==> src/rtl/cable_packet_gen.sv <==
// cable_packet_gen: deterministic AXI-Stream test packet generator for one cable-tester port.
// Define PG_IPG_EN to insert IPG_CYCLES idle cycles between packets.
module cable_packet_gen #(
  parameter int DATA_WBITS = 512,
  parameter int IPG_CYCLES = 4
) (
  input  logic                  clk,
  input  logic                  resetn,
  input  logic [2:0]            pg_control,
  input  logic [7:0]            CYCLES_PER_PACKET,
  input  logic [63:0]           PACKET_COUNT,
  output logic [2:0]            pg_status,
  output logic [DATA_WBITS-1:0] AXIS_TX_TDATA,
  output logic                  AXIS_TX_TVALID,
  output logic                  AXIS_TX_TLAST,
  input  logic                  AXIS_TX_TREADY
);
  localparam int LANES = DATA_WBITS / 32;

  if (DATA_WBITS % 32 != 0 || IPG_CYCLES < 1) begin : g_bad_param
    $error("cable_packet_gen: DATA_WBITS must be a multiple of 32 and IPG_CYCLES >= 1");
  end

`ifdef PG_IPG_EN
  typedef enum logic [1:0] {IDLE, SEND, GAP} state_t;
  logic [15:0] gap_q, gap_d;
`else
  typedef enum logic [1:0] {IDLE, SEND} state_t;
`endif

  state_t state_q, state_d;
  logic [63:0] pkt_total_q, pkt_total_d, packet_num_q, packet_num_d;
  logic [7:0]  cpp_q, cpp_d, cycle_idx_q, cycle_idx_d;
  logic        halt_pend_q, halt_pend_d, inj_pend_q, inj_pend_d;
  logic        corrupt_q, corrupt_d, halted_q, halted_d, sent_q, sent_d;
  logic        busy, hs, last, halt_eff, inj_eff;
  logic [DATA_WBITS-1:0] beat;

  assign busy     = state_q != IDLE;
  assign hs       = AXIS_TX_TVALID && AXIS_TX_TREADY;
  assign last     = cycle_idx_q == cpp_q - 8'd1;
  assign halt_eff = halt_pend_q || (pg_control[1] && busy);
  assign inj_eff  = inj_pend_q || (pg_control[2] && busy);

  always_comb begin
    state_d      = state_q;
    pkt_total_d  = pkt_total_q;
    packet_num_d = packet_num_q;
    cpp_d        = cpp_q;
    cycle_idx_d  = cycle_idx_q;
    halt_pend_d  = halt_eff;
    inj_pend_d   = inj_eff;
    corrupt_d    = corrupt_q;
    halted_d     = halted_q;
    sent_d       = hs && last;
`ifdef PG_IPG_EN
    gap_d        = gap_q;
`endif
    case (state_q)
      IDLE: if (pg_control[0]) begin
        pkt_total_d  = PACKET_COUNT;
        cpp_d        = CYCLES_PER_PACKET == 8'd0 ? 8'd1 : CYCLES_PER_PACKET;
        packet_num_d = '0;
        cycle_idx_d  = '0;
        halted_d     = 1'b0;
        corrupt_d    = 1'b0;
        state_d      = PACKET_COUNT != 64'd0 ? SEND : IDLE;
      end
      SEND: if (hs) begin
        cycle_idx_d = last ? 8'd0 : cycle_idx_q + 8'd1;
        if (last) packet_num_d = packet_num_q + 64'd1;
        if (last && (packet_num_q + 64'd1 == pkt_total_q || halt_eff)) begin
          state_d     = IDLE;
          halted_d    = halt_eff;
          halt_pend_d = 1'b0;
          inj_pend_d  = 1'b0;
        end
`ifdef PG_IPG_EN
        else if (last) begin
          state_d = GAP;
          gap_d   = '0;
        end
`endif
        else begin
          // corruption is fixed when a beat is loaded so a stalled beat never changes
          corrupt_d  = inj_eff;
          inj_pend_d = 1'b0;
        end
      end
`ifdef PG_IPG_EN
      GAP: begin
        gap_d = gap_q + 16'd1;
        if (gap_q == 16'(IPG_CYCLES - 1)) begin
          if (halt_eff) begin
            state_d     = IDLE;
            halted_d    = 1'b1;
            halt_pend_d = 1'b0;
            inj_pend_d  = 1'b0;
          end else begin
            state_d    = SEND;
            corrupt_d  = inj_eff;
            inj_pend_d = 1'b0;
          end
        end
      end
`endif
      default: state_d = IDLE;
    endcase
  end

  always_ff @(posedge clk or negedge resetn) begin
    if (!resetn) begin
      state_q      <= IDLE;
      pkt_total_q  <= '0;
      packet_num_q <= '0;
      cpp_q        <= '0;
      cycle_idx_q  <= '0;
      halt_pend_q  <= 1'b0;
      inj_pend_q   <= 1'b0;
      corrupt_q    <= 1'b0;
      halted_q     <= 1'b0;
      sent_q       <= 1'b0;
`ifdef PG_IPG_EN
      gap_q        <= '0;
`endif
    end else begin
      state_q      <= state_d;
      pkt_total_q  <= pkt_total_d;
      packet_num_q <= packet_num_d;
      cpp_q        <= cpp_d;
      cycle_idx_q  <= cycle_idx_d;
      halt_pend_q  <= halt_pend_d;
      inj_pend_q   <= inj_pend_d;
      corrupt_q    <= corrupt_d;
      halted_q     <= halted_d;
      sent_q       <= sent_d;
`ifdef PG_IPG_EN
      gap_q        <= gap_d;
`endif
    end
  end

  always_comb begin
    beat = '0;
    for (int i = 0; i < LANES; i++) beat[i*32 +: 32] = {packet_num_q[15:0], cycle_idx_q, 8'(i)};
    beat[0] = beat[0] ^ corrupt_q;
  end

  assign AXIS_TX_TVALID = state_q == SEND;
  assign AXIS_TX_TLAST  = AXIS_TX_TVALID && last;
  assign AXIS_TX_TDATA  = AXIS_TX_TVALID ? beat : '0;
  assign pg_status      = {halted_q, sent_q, busy};
endmodule

==> config.mk <==
export PLATFORM = sky130hd
export DESIGN_NAME = cable_packet_gen
export DESIGN_NICKNAME = d
export VERILOG_FILES = /design/src/rtl/cable_packet_gen.sv
export SDC_FILE = /design/constraint.sdc
export NUM_CORES = 1
export LEC_CHECK = 0
export BUFFER_PORTS_ARGS = -buffer_cell sky130_fd_sc_hd__buf_2
export CAP_MARGIN = 5
export CORE_AREA = 2 2 234 236
export DETAILED_ROUTE_END_ITERATION = 8
export DIE_AREA = 0 0 236 238
export MAX_ROUTING_LAYER = met4
export PLACE_DENSITY_LB_ADDON = 0.08
export SLEW_MARGIN = 5
export SYNTH_ARGS = -nofsm -noshare
export SYNTH_HDL_FRONTEND = slang
export SYNTH_SLANG_ARGS = --single-unit
==> constraint.sdc <==
create_clock -name clk -period 5.2 [get_ports clk]
set_input_delay 0.78 -clock clk [delete_from_list [all_inputs] [get_ports clk]]
set_output_delay 0.78 -clock clk [all_outputs]
set_load 0.02 [all_outputs]
==> out/metrics.cfg <==
[critical_path]
end_kind=register
crit_type=register to register
worstPathRequired_ns=5.57
crit_fanout=15
arrival_ns=4.73
cp_cell_sequence=nand4_1, or4_4, nor4_2, buf_4, nand3_1, xnor2_1, nor4_1, nand4_1, o31ai_2, mux2i_1
critical-path-slowest-cell=or4_4
cpPeakStageDelay_ns=0.90
startpoint_type=register
cp_common_cell=nand4_1

[die]
rows=85
start_util=0.2500
coreArea_um2=53500
die_area_um2=56170
die_w_um=236
io_pins=595
die_y_um=238

[grt]
antenna_found_initial=0
grt-ovfl-total=0
use_met1=0.2089
grt_pass1_wl_um=67820
grt_usage=0.1668
grt-busiest-layer=met2
grt_pass1_vias=10090
grt_start_max_net_pins=75
use_met2=0.2851
use_met3=0.01967

[layout]
utilization=0.2606
fill_cells=5837
drive_gt1_frac=0.3290
instances_no_fill=2456
n_antenna_cell=0
seq_area_um2=3755
multi_input_area_um2=5908
nNetsFinal=1829
areaGrowthSynthToFinish_pct=4.248

[route]
ant_nets=0
dr.pass1.iters=5
num_vias=11020
drt_iter0_markers=620
via_per_inst=4.485
wl_um=47780
drc=0
routedWlPerCell_um=19.45

[power]
leakagePower_nw=7.232
p_per_area_nw_per_um2=429.8
ir_worst_vdd_v=0.0002072
p_total_w=0.005991

[timing]
fmax_mhz=229.4
slew_headroom=0.3019
period_minus_slack_ns=4.359
hold_viol=0
slew_violations=0
final.setup.tns_ns=0
period_share=0.8382
setup_viol=0
worst_pin_slew_ns=1.047
rsz0062_at_grt=false
worst_clock_skew_ns=0.01081

[clock_tree]
cts-buffers-inserted=17
cts_root_buf=clkbuf_16
post_cts_buffers=0
ctsLongestPathBuffers=2
path_clk_slew_ns=0.06
cts-htree-levels=4
clock-sinks=150
worstSkewPairLatency_ns=0.45
ctsHoldBuffers=0
cts_tree=done
cts_resized=0

[synth]
synth_area_leaders=dfrtp_1 (28%), buf_4 (28%), nand2_1 (7.6%), xnor2_1 (4.5%), o21ai_0 (3.3%)
synth_seq_area_share=0.2807
synth_seq_cells=150
yosysWarnings=0
syn_area_per_cell_um2=7.918
syn-cell-area_um2=13370
synth_top_area_share=0.2807
netlist_instances=1689
ys.flop_type=dfrtp_1
synth-edff-count=0
ys_async_sr_fraction=1.000
synth_cell_types=65
synth_top_area_cell=dfrtp_1

[placed_design]
place_inst=2425
gp_congestion=0.8978
dp_hpwl_um=36790
port_buffers=499

[status]
outcome=finished, final reports clean

[job]
maxCapViolCount=0

[worst_hold_path]
min_path_type=primary input to asynchronous set/reset pin

==> sequential cells by signal, summed over array words and instances (netlist names) <==
name	flops
sent_q	1
state_q	1
inj_pend_q	1
pkt_total_q	64
cpp_q	8
halted_q	1
cycle_idx_q	8
packet_num_q	64
corrupt_q	1
halt_pend_q	1
==> layout by cell type, fill, tap and decap left out, drive strengths merged, types with 14 or more instances in the layout <==
cell type,n
xor2,36
nor3,14
o31ai,34
nor4,49
conb,95
nand4,48
and2,36
or4,14
and3,16
nand3,44
dfrtp,150
nand2,272
inv,16
xnor2,68
nor2,61
clkbuf,23
o21ai,88
a21oi,44
buf,521
o41ai,15
==> kinds of logic (layout without fill, tap and decap cells) <==
| family | after synthesis | after routing | share of synthesized area |
|---|---|---|---|
| buffers and inverters | 591 | 568 | 0.3069 |
| adder cells (fa/ha/maj) | 3 | 3 | 0.002807 |
| flip-flops | 150 | 150 | 0.2807 |
| AO/OA/AOI/OAI | 226 | 226 | 0.1046 |
| XOR/XNOR | 104 | 104 | 0.06811 |
| multiplexers | 11 | 11 | 0.008421 |
| AND/OR/NAND/NOR | 603 | 603 | 0.2282 |
| other | 1 | 95 | 0.0002804 |
==> area by class of cell <==
class	instances	share of cell area
repair buffers	521	0.1923
well taps	696	0.06247
multi-input cells	1042	0.4238
clock inverters	8	0.01203
inverters	16	0.004308
clock buffers	23	0.03572
flip-flops and latches	150	0.2693
==> worst max-delay path, delay by kind of cell (launching register included) <==
| kind | cells | cell delay [ns] |
|---|---|---|
| compound gates | 1 | 0.29 |
| xor+xnor | 1 | 0.18 |
| buf+inv | 1 | 0.20 |
| flops | 1 | 0.49 |
| mux | 1 | 0.20 |
| simple gates | 6 | 2.89 |
==> layer usage <==
layer | vias to the layer above | wire length [um]
met5 | - | 0
met3 | 33 | 1514
li1 | 5274 | -
met1 | 5356 | 21140
met2 | 352 | 24360
met4 | 0 | 759
==> worst paths after layout <==
kind	slack, ns	from	end	cells past startpoint
worst max-delay path	0.84	packet_num_q[3]	corrupt_q	10
worst min-delay path	0.36	resetn	pkt_total_q[38]	1
worst max register to register	0.84	packet_num_q[3]	corrupt_q	10
worst min register to register	0.50	pkt_total_q[36]	pkt_total_q[36]	2
max in group asynchronous	3.72	resetn	packet_num_q[13]	2
min in group clk	0.50	pkt_total_q[36]	pkt_total_q[36]	2
==> synthesized netlist by cell type, types with 22 or more instances <==
| cell type | instances |
|---|---|
| buf_4 | 493 |
| clkbuf_1 | 56 |
| xor2_1 | 36 |
| a21oi_1 | 44 |
| nand3_1 | 44 |
| and2_1 | 36 |
| nand2_1 | 272 |
| dfrtp_1 | 150 |
| nor4_1 | 41 |
| buf_2 | 22 |
| nand4_1 | 46 |
| xnor2_1 | 68 |
| o21ai_0 | 88 |
| o31ai_1 | 33 |
| nor2_1 | 61 |
==> through the flow <==
step / hold slack (ns) / setup WS, ns / area, um^2
finish: 0.3613 / 0.8414 / 13940
global route: 0.4079 / 0.6127 / 13940
CTS: 0.4132 / 0.9615 / 13940
detailed placement: 0.4905 / 0.9918 / 13280
global placement: 0.4842 / 1.046 / 13280
floorplan: 0.4652 / 2.139 / 13730
==> power breakdown <==
group | switching (W) | internal, W
clock | 0.000525 | 0.000912
sequential | 0.000353 | 0.00147
combinational | 0.00183 | 0.000906
total | 0.00270 | 0.00329
Power figures use the tool's default switching activity.
